## src/rtl/product_accumulator.sv

```systemverilog
// Frame accumulator behind the registered multiplier: sums a programmable number of
// products with saturation and hands each frame sum out through a one-entry valid/ready register.
module product_accumulator #(
  parameter int SIGNED     = 1,
  parameter int DATA_WIDTH = 32,
  parameter int ACC_WIDTH  = 40,
  parameter int CNT_WIDTH  = 8
) (
  input  logic                  clk,
  input  logic                  rst,
  input  logic                  clear_i,
  input  logic [CNT_WIDTH-1:0]  len_i,
  input  logic [DATA_WIDTH-1:0] data_i,
  input  logic                  data_valid_i,
  output logic                  data_ready_o,
  output logic [ACC_WIDTH-1:0]  data_o,
  output logic                  sat_o,
  output logic                  data_valid_o,
  input  logic                  data_ready_i
);

  localparam logic [ACC_WIDTH-1:0] MAX_S = {1'b0, {(ACC_WIDTH-1){1'b1}}};
  localparam logic [ACC_WIDTH-1:0] MIN_S = {1'b1, {(ACC_WIDTH-1){1'b0}}};
  localparam logic [ACC_WIDTH-1:0] MAX_U = {ACC_WIDTH{1'b1}};

  // Returns {overflow, clamped sum}; the extra sum bit exposes overflow in both modes.
  function automatic logic [ACC_WIDTH:0] sat_add(input logic [ACC_WIDTH-1:0] a,
                                                 input logic [ACC_WIDTH-1:0] b);
    logic signed [ACC_WIDTH:0] s_sum;
    logic        [ACC_WIDTH:0] u_sum;
    logic        [ACC_WIDTH:0] res;
    s_sum = $signed({a[ACC_WIDTH-1], a}) + $signed({b[ACC_WIDTH-1], b});
    u_sum = {1'b0, a} + {1'b0, b};
    if (SIGNED != 0) begin
      if (s_sum[ACC_WIDTH] != s_sum[ACC_WIDTH-1])
        res = {1'b1, (s_sum[ACC_WIDTH] ? MIN_S : MAX_S)};
      else
        res = {1'b0, s_sum[ACC_WIDTH-1:0]};
    end else begin
      if (u_sum[ACC_WIDTH])
        res = {1'b1, MAX_U};
      else
        res = {1'b0, u_sum[ACC_WIDTH-1:0]};
    end
    return res;
  endfunction

  logic [ACC_WIDTH-1:0] acc;
  logic [CNT_WIDTH-1:0] count;
  logic [CNT_WIDTH-1:0] len_reg;
  logic                 sat_acc;

  logic [ACC_WIDTH-1:0] x_ext;
  logic [ACC_WIDTH:0]   sum_res;
  logic [CNT_WIDTH-1:0] len_fix;
  logic [CNT_WIDTH-1:0] cur_len;
  logic                 last;
  logic                 accept;

  always_comb begin
    if (SIGNED != 0)
      x_ext = ACC_WIDTH'($signed(data_i));
    else
      x_ext = ACC_WIDTH'(data_i);
  end

  assign data_ready_o = !data_valid_o || data_ready_i;
  assign accept       = data_valid_i && data_ready_o && !clear_i;
  assign sum_res      = sat_add(acc, x_ext);

  // The frame length is only taken from len_i on a frame's first sample.
  assign len_fix = (len_i == '0) ? CNT_WIDTH'(1) : len_i;
  assign cur_len = (count == '0) ? len_fix : len_reg;
  assign last    = (count == cur_len - CNT_WIDTH'(1));

  // Accumulate stage -> output holding register
  always_ff @(posedge clk) begin
    if (rst) begin
      acc          <= '0;
      count        <= '0;
      len_reg      <= '0;
      sat_acc      <= 1'b0;
      data_o       <= '0;
      sat_o        <= 1'b0;
      data_valid_o <= 1'b0;
    end else begin
      if (data_valid_o && data_ready_i)
        data_valid_o <= 1'b0;
      if (clear_i) begin
        acc     <= '0;
        count   <= '0;
        sat_acc <= 1'b0;
      end else if (accept) begin
        if (count == '0)
          len_reg <= len_fix;
        if (last) begin
          data_o       <= sum_res[ACC_WIDTH-1:0];
          sat_o        <= sat_acc | sum_res[ACC_WIDTH];
          data_valid_o <= 1'b1;
          acc          <= '0;
          count        <= '0;
          sat_acc      <= 1'b0;
        end else begin
          acc     <= sum_res[ACC_WIDTH-1:0];
          count   <= count + CNT_WIDTH'(1);
          sat_acc <= sat_acc | sum_res[ACC_WIDTH];
        end
      end
    end
  end

endmodule

```

## config.mk

```make
export PLATFORM = sky130hd
export DESIGN_NAME = product_accumulator
export DESIGN_NICKNAME = d
export VERILOG_FILES = /design/src/rtl/product_accumulator.sv
export SDC_FILE = /design/constraint.sdc
export NUM_CORES = 1
export LEC_CHECK = 0
export CELL_PAD_IN_SITES_DETAIL_PLACEMENT = 1
export CELL_PAD_IN_SITES_GLOBAL_PLACEMENT = 2
export CORE_MARGIN = 3
export CORE_UTILIZATION = 30
export DETAILED_ROUTE_END_ITERATION = 10
export GPL_ROUTABILITY_DRIVEN = 0
export PLACE_DENSITY_LB_ADDON = 0.1
export SLEW_MARGIN = 20
export SYNTH_ARGS = -nofsm -noshare
export SYNTH_HDL_FRONTEND = slang
export SYNTH_SLANG_ARGS = --single-unit
```

## constraint.sdc

```tcl
create_clock -name clk -period 3.7 [get_ports clk]
set_input_delay 0.74 -clock clk [delete_from_list [all_inputs] [get_ports clk]]
set_output_delay 0.74 -clock clk [all_outputs]
set_load 0.02 [all_outputs]
```

; ---- Word level (Yosys, flattened, before mapping)
; Cells that the tools add are included.
[op_classes]
bitwise_logic = 2
add_sub_neg = 3
reduce_logical = 11
muxes = 11
eq_ne = 2
[ops]
columns = cell, count
row1 = 40-bit 2-to-1 mux, 2
row2 = 40-bit by 32-bit adder with 41-bit output, 1
row3 = 41-bit 2-to-1 mux, 1
row4 = 8-bit 2-to-1 mux, 3
row5 = 8-bit logical NOT, 2
row6 = "8-bit by 1-bit adder with 8-bit output, second input constant", 1
row7 = 8-bit equality test, 1
row8 = "8-bit by 1-bit subtractor with 8-bit output, second input constant", 1
row9 = 1-bit 2-to-1 mux, 5
row10 = 1-bit logical AND, 3
row11 = 3-bit AND reduction, 1
row12 = 1-bit logical NOT, 2
row13 = 2-bit AND reduction, 1
row14 = 2-bit OR reduction, 1
row15 = 1-bit logical OR, 1
row16 = 1-bit inequality test, 1
row17 = 1-bit NOT, 1
row18 = 1-bit OR, 1
[word_totals]
output_inout_bits = 43
input_bits = 45
word_cells = 36
regBits = 99

; ---- Logic depth before layout (Yosys ltp)
; Gate-level depths: netlist of run 1.
[logic_depth]
ltp_word = 8
depth_mapped = 19
ltp_nobuf = 15

; ---- Least setup slack after synthesis of run 1
; No wires, ideal clock.
[synth_path]
kind = reg2reg
start = register count[0]
end = register data_o[10]
path_slack_ps = -122
stages_incl_launch_ff = 20
arrival_time_ps = 3755
n_path_buf = 5
period_less_slack_ps = 3822
setup_time_ps = 68
required_time_ps = 3632
cell_sequence = dfxtp_1 -> inv_1 -> ha_1 -> or4b_4 -> buf_6 -> nor2_8 -> buf_6 -> mux2i_1 -> ha_1 -> nor3b_1 -> xnor2_1 -> nand2_1 -> a31oi_1 -> o22ai_1 -> or3_1 -> buf_2 -> or3_1 -> buf_6 -> buf_12 -> o2bb2ai_2
[synth_between]
elab_chain_cells = 5
[synth_lines]
columns = element, line_no
row1 = from (decl), 49  ; logic [CNT_WIDTH-1:0] count;
row2 = from (signal assigned), 105  ; count <= count + CNT_WIDTH'(1);
row3 = 8-bit logical NOT, 73  ; assign cur_len = (count == '0) ? len_fix : len_reg;
row4 = 8-bit 2-to-1 mux, n/a
row5 = 8-bit by 1-bit subtractor with 8-bit output, 74  ; assign last = (count == cur_len - CNT_WIDTH'(1));
row6 = 8-bit equality test *, 74
row7 = 3-bit AND reduction (no line) *, n/a
row8 = to (signal assigned), 97  ; data_o <= sum_res[ACC_WIDTH-1:0];
row9 = to (decl), 16  ; output logic [ACC_WIDTH-1:0] data_o,
; Every way passes the cells marked *; elsewhere a longest branch is shown, timed or not.
; A chain may end at the register's enable or synchronous reset.

; ---- Worst setup path after layout of run 1
[layout_path]
start = input port data_i[4]
end = register data_o[6]
[layout_between]
elab_chain_cells = 3
elab_cells_between_ends = 4
cone_classes = add/sub (1) / eq/ne (1) / mux (2)
[layout_lines]
columns = element, line_no
row1 = from (decl), 13  ; input logic [DATA_WIDTH-1:0] data_i,
row2 = 40-bit by 32-bit adder with 41-bit output *, 32  ; s_sum = $signed({a[ACC_WIDTH-1], a}) + $signed({b[ACC_WIDTH-1], b});
row3 = 40-bit 2-to-1 mux or 1-bit inequality test (tied branches), "36, 35"
row4 = 41-bit 2-to-1 mux *, 35  ; if (s_sum[ACC_WIDTH] != s_sum[ACC_WIDTH-1])
; Marks and branches as above.

==> metrics.txt, run 1 <==
final number of setup-violating endpoints 0; peak supply drop 0.228 mV; CP Launch Type primary input; asr flop ratio synth 0%; Final nets 1126; height of the die 154 um; row cnt 53; final wirelength 24800 um; number of routed nets with antenna violations 0; post-synthesis cell count 786; top cell type's share of synthesized area 30.3%; Worst Tran Pin Value 0.534 ns; Yosys top cell by area dfxtp_1; DR top layer met4; die outline area 23600 um2; design area 9780 um2; fillcell total 2501; met2 WL 12300 um; critical path class in2reg; Fin. Hold Viols 0; Ys Warns 0; routed wl met3 870 um; TritonCTS clock tree yes; critical path arrival 3.93 ns; clock-pin slew on the worst setup and hold paths 0.07 ns; Worst Skew 0.00883 ns; most frequent cell after synthesis dfxtp_1; wire length per cell 18.8 um; Post-synth EDFFs 0; top cells by area, synth dfxtp_1 30%, ha_1 8.2%, o21ai_0 5.4%, nand2_1 5.0%, o2bb2ai_2 4.6%; kind of end point of the critical path register; initial detailed-routing violation count 301; starting density of the core 30.8%; Critical Path Fanout Max 11; Metal-1 WL 11400 um; io pins 88; most frequent cells after synthesis 99 x dfxtp_1, 87 x nand2_1, 70 x o21ai_0, 58 x a21oi_1, 57 x nor2_1; CTS Sinks 99; sequential element share of the synthesized area 30.3%; worst skew pair latency 0.35 ns; synth unique cells 74; setup tns final 0 ns; Netlist Area Pre-Place 6540 um2; largest family of logic cells by synthesized area compound AO/OA/AOI/OAI gates; vias post-DR 6992; first-pass GRT wire length 39100 um; Detailed Routing Iterations Pass 1 5; Max-Cap Viols 0; Total Routing Usage GR 20.2%; Post-Synth XOR/XNOR Area 6.03%; Slew headroom 64.0%; Port Buf Inserts 87; antenna violations before repair 0; LEAKAGE 4.10 nW; crit path time final 3.65 ns; placed cell area 8980 um2; core area 21200 um2; #FFs+latches synth 99; Hold WC Path Type reg2reg; dpl hpwl 19000 um; post-synthesis adder-cell area fraction 8.85%; grt total ovfl 0; vias per cell 5.31; RSZ-0062 raised after global routing true; total power draw 0.00282 W; layout cells sized above 1 28.9%; top flop regs acc: 40 flops, data_o: 40 flops; pin count of the biggest net entering global routing 40; Max Slew Vio Count 0; area delta synth->final 49.7%; ys flop type dfxtp_1; Synth Area in Compound Gates 28.8%; period utilisation layout 98.6%; post-layout util 46.1%; width of the die 154 um; clk root buf clkbuf_16; cts bufs inserted 9; f_max 274 MHz; vias in the first global route 7479; r2r setup slk 0.08 ns; # H-tree levels 3; drt drc 0; mux share of post-synthesis cell area 1.72%; Synth Net Count 875; cell area power density 288 nW/um2; Required @ worst endpoint 3.98 ns; Antenna Cells 0; status complete, no violations; Simple-Gate Fraction of Synth Area 19.8%; Avg Cell Area, Syn 8.31 um2; maximum clock insertion buffer count 2
[logic make-up after synthesis]
logic type	after synthesis
and+or+nand+nor	258
xor gates and xnor gates	45
AOI/OAI and AO/OA	270
adders and majority gates	46
muxes	11
buffers and inverters	57
DFF	99
[worst max-delay path, cell delays in order]
cell             delay, ns
clkdlybuf4s50_1       0.44
ha_1                  0.37
o211ai_1              0.13
o211ai_1              0.30
a221oi_2              0.10
buf_4                 0.16
o211ai_1              0.28
and4_4                0.29
nor2_2                0.06
mux2_4                0.31
or3_4                 0.43
buf_12                0.17
o2bb2ai_1             0.15
[timing repair]
action	CTS	global route
pin swaps	5	23
setup buffers	2	9
endpoints found under the setup margin	74	80
hold buffers	0	0
resized for setup	21	55
cloned	0	2
[worst paths after layout]
kind / from / to / depth (start not counted)
max reg2reg: count[0]$_SDFFE_PP0P_ / data_o[6]$_SDFFE_PP0P_ / 15
min: data_o[5]$_SDFFE_PP0P_ / data_o[5]$_SDFFE_PP0P_ / 1
min reg2reg: data_o[5]$_SDFFE_PP0P_ / data_o[5]$_SDFFE_PP0P_ / 1
max: data_i[4] / data_o[6]$_SDFFE_PP0P_ / 13
[final cells by class]
type / count / area, um2 / share of cell area (%)
sequential: 99 / 1980 / 20.3
inverter: 15 / 56.3 / 0.576
multi-input combinational: 631 / 4670 / 47.8
clock inverter: 6 / 62.6 / 0.640
timing repair buffer: 281 / 2420 / 24.8
clock buffer: 10 / 239 / 2.44
tap: 275 / 344 / 3.52
[placed cells by master (no fill, tap or decap), types with 6 or more instances in the layout]
master           instances
buf_4                  187
dfxtp_1                 97
nand2_1                 87
clkdlybuf4s50_1         81
o21ai_0                 63
a21oi_1                 55
nor2_1                  52
ha_1                    33
nand3_1                 24
xnor2_1                 24
a31oi_1                 19
xor2_1                  18
o2bb2ai_2               16
a21o_1                  15
inv_1                   14
a22o_1                  14
a211oi_1                12
nor3_1                  12
o211ai_1                12
clkbuf_16               10
nand2b_1                 9
o21a_1                   7
nand4_1                  7
ha_4                     7
mux2i_1                  6
and3_1                   6
[routing by layer]
metal,track usage (%),vias to the layer above
li1,-,3415
met1,26.6,3435
met2,35.0,130
met3,3.04,12
met4,4.37,0
met5,0,-
[through the flow]
| step | hold slack (ns) | worst slack [ns] | cells |
|---|---|---|---|
| floorplan | 0.426 | 0.0158 | 786 |
| global placement | 0.437 | -0.532 | 1288 |
| detailed placement | 0.451 | -0.576 | 1288 |
| CTS | 0.467 | -0.0370 | 1306 |
| global route | 0.488 | -0.0502 | 1317 |
| finish | 0.466 | 0.0526 | 1317 |
[power by group]
part / internal, W / switching [W] / total (W)
Combinational: 0.000341 / 0.000381 / 0.000722
Clock: 0.000544 / 0.000447 / 0.000991
Sequential: 0.00109 / 0.0000197 / 0.00111
Total: 0.00197 / 0.000847 / 0.00282
No activity file was read; power rests on OpenSTA's default activity.
==> inputs of run 2 (changes only) <==
--- a/config.mk
+++ b/config.mk
@@ -11,6 +11,7 @@
 export CORE_UTILIZATION = 30
 export DETAILED_ROUTE_END_ITERATION = 10
 export GPL_ROUTABILITY_DRIVEN = 0
+export HOLD_SLACK_MARGIN = 0.15
 export PLACE_DENSITY_LB_ADDON = 0.1
 export SLEW_MARGIN = 20
 export SYNTH_ARGS = -nofsm -noshare
==> results of run 2 <==
No change in the layout: final DEF, timing and power equal those of run 1.
==> inputs of run 3 (changes only) <==
==> constraint.sdc (replaced) <==
create_clock -name clk -period 3 [get_ports clk]
set_input_delay 0.6 -clock clk [delete_from_list [all_inputs] [get_ports clk]]
set_output_delay 0.6 -clock clk [all_outputs]
set_load 0.02 [all_outputs]
==> metrics.txt, run 3 (same netlist as run 1, synthesis figures left out) <==
Critical Path Fanout Max 24 (+13); Sw Ratio 31.8% (+1.7 points); most frequent cells in the layout 205 x buf_4, 97 x dfxtp_1, 84 x nand2_1; starting density of the core 30.8% (unchanged); Fin. Hold Viols 0 (unchanged); LEAKAGE 4.46 nW (+8.6%); # placed instances 1304 (+1.2%); initial detailed-routing violation count 256 (-15%); CTS Sinks 99 (unchanged); Max-Cap Viols 0 (unchanged); failing checks setup timing; first-pass GRT wire length 42100 um (+7.7%); Final WS setup -0.627 ns (-0.680 ns); vias post-DR 7202 (+3.0%); Required @ worst endpoint 3.28 ns (-0.70 ns); Slew headroom 55.6% (-8.4 points); vias in the first global route 7954 (+6.4%); area delta synth->final 63.5%; maximum clock insertion buffer count 2 (unchanged); Net Switching 0.00113 W (+34%); cts bufs inserted 9 (unchanged); Clk network pwr share 33.1% (-2.0 points); crit path time final 3.63 ns; pin count of the biggest net entering global routing 40 (unchanged); Detailed Routing Iterations Pass 1 4 (-1); RSZ-0062 raised after global routing true; die outline area 23600 um2 (unchanged); cts-stage hold buffer count 0 (unchanged); critical path class reg2reg; kind of end point of the critical path register; f_max 276 MHz; grt total ovfl 0 (unchanged); clk root buf clkbuf_16; io pins 88 (unchanged); peak supply drop 0.293 mV (+29%); final number of setup-violating endpoints 91 (+91); Antenna Cells 0 (unchanged); most used cell along the critical path or3_4; Hold WC Path Type reg2reg; width of the die 154 um (unchanged); Comb power frac 28.6% (+3.0 points); Final nets 1174 (+4.3%); Multi-input gate area 5080 um2 (+8.7%); Top delay family on crit path simple AND/OR/NAND/NOR gates; clock-pin slew on the worst setup and hold paths 0.08 ns (about the same); Worst Skew 0.0146 ns (+0.00575 ns); drt drc 0 (unchanged); Layout Cells excl Fill 1365 (+3.6%); crit path max-delay cell type or4b_4; crit path buf inv count 2 (-1); dpl hpwl 18700 um (-1.6%); Storage cell area 1980 um2 (unchanged); CP Launch Type register; commonest non-fill, non-tap cell in the layout buf_4; row cnt 53 (unchanged); post-layout util 50.3% (+4.3 points); period utilisation layout 121%; fillcell total 2427 (-3.0%); worst skew pair latency 0.36 ns (about the same); Sequential Power Share 38.3% (-0.9 points); Total Routing Usage GR 21.7% (+1.5 points); cell area power density 333 nW/um2 (+16%); TritonCTS clock tree yes; height of the die 154 um (unchanged); Max Slew Vio Count 0 (unchanged); CP cell instances inv_2, ha_4, or4b_4, nor2_8, mux2i_4, ha_2, nor3b_4, xnor2_2, nand2_1, a31oi_1, o22ai_2, or3_4, or3_4, buf_12, o2bb2ai_1; number of routed nets with antenna violations 0 (unchanged); critical path arrival 3.91 ns (-0.02 ns); core area 21200 um2 (unchanged); top flop regs acc: 40 flops, data_o: 40 flops; antenna violations before repair 0 (unchanged); layout cells sized above 1 38.4% (+9.6 points); Hold Slack 0.457 ns (-0.00962 ns); Worst Tran Pin Value 0.664 ns (+0.130 ns); Port Buf Inserts 87 (unchanged); crit-path max cell delay 0.51 ns (+0.07 ns); status finished with violations; # H-tree levels 3 (unchanged); Int Power 0.00243 W (+23%); final wirelength 26100 um (+5.3%); wire length per cell 19.1 um (+1.6%); vias per cell 5.28 (-0.62%)
[run 3: changes by cell type in the layout (fill, tap and decap cells not counted), sizes merged, moves of 2 or more]
cell	previous run	this run
buf	193	245
clkdlybuf4s15	0	2
clkdlybuf4s50	81	73
dlygate4sd2	1	9
dlymetal6s2s	5	0
[run 3: per-layer routing]
metal | global-route usage, % | vias to the layer above | part of all wire, %
met5 | 0 | - | 0
met4 | 6.39 | 0 | 1.9
met3 | 2.48 | 31 | 2.5
met2 | 38.0 | 103 | 50
met1 | 28.2 | 3558 | 46
li1 | - | 3510 | -
[run 3: repair_timing]
item / 4_1_cts / 5_1_grt
pin swaps: 70 / 31
buffers inserted: 38 / 12
cloned: 3 / 0
resized for setup: 190 / 45
hold endpoints to repair: 0 / 0
endpoints found under the setup margin: 91 / 91
[run 3: final cells by class]
class | count | share of cell area (%)
clock buffer | 10 | 2.24
clock inverter | 6 | 0.445
inverter | 15 | 0.527
multi-input combinational | 630 | 47.5
sequential | 99 | 18.6
tap | 275 | 3.22
timing repair buffer | 330 | 27.5
[run 3: worst paths after layout]
check | end | cells after the start | slack [ns] | start
max reg2reg | data_o[0]$_SDFFE_PP0P_ | 15 | -0.63 | count[0]$_SDFFE_PP0P_
min | acc[27]$_SDFFE_PP0P_ | 2 | 0.46 | acc[27]$_SDFFE_PP0P_
max | data_o[0]$_SDFFE_PP0P_ | 15 | -0.63 | count[0]$_SDFFE_PP0P_
min reg2reg | acc[27]$_SDFFE_PP0P_ | 2 | 0.46 | acc[27]$_SDFFE_PP0P_
[run 3: per-stage QoR]
step	total power [W]	setup slack, ns	setup TNS, ns	area [um2]
finish	0.00356	-0.627	-42.78	10700
detailed placement	0.00223	-1.28	-85.20	9170
global placement	0.00221	-1.15	-77.98	9170
CTS	0.00356	-0.564	-38.09	10500
floorplan	0.00181	-0.646	-35.83	6670
global route	0.00375	-0.755	-56.84	10700
[run 3: worst min-delay path, cell delays in order (launching register included)]
cell and delay (ns):
dfxtp_1 0.32, nand2_1 0.05, o21ai_1 0.05
[run 3: power by group through the flow]
stage / Clock [W] / Combinational (W) / Sequential [W]
2_1_floorplan: 0 / 0.000429 / 0.00139
3_3_place_gp: 0 / 0.000817 / 0.00139
3_5_place_dp: 0 / 0.000842 / 0.00139
4_1_cts: 0.00121 / 0.000982 / 0.00136
5_1_grt: 0.00127 / 0.00111 / 0.00137
6_report: 0.00118 / 0.00102 / 0.00137
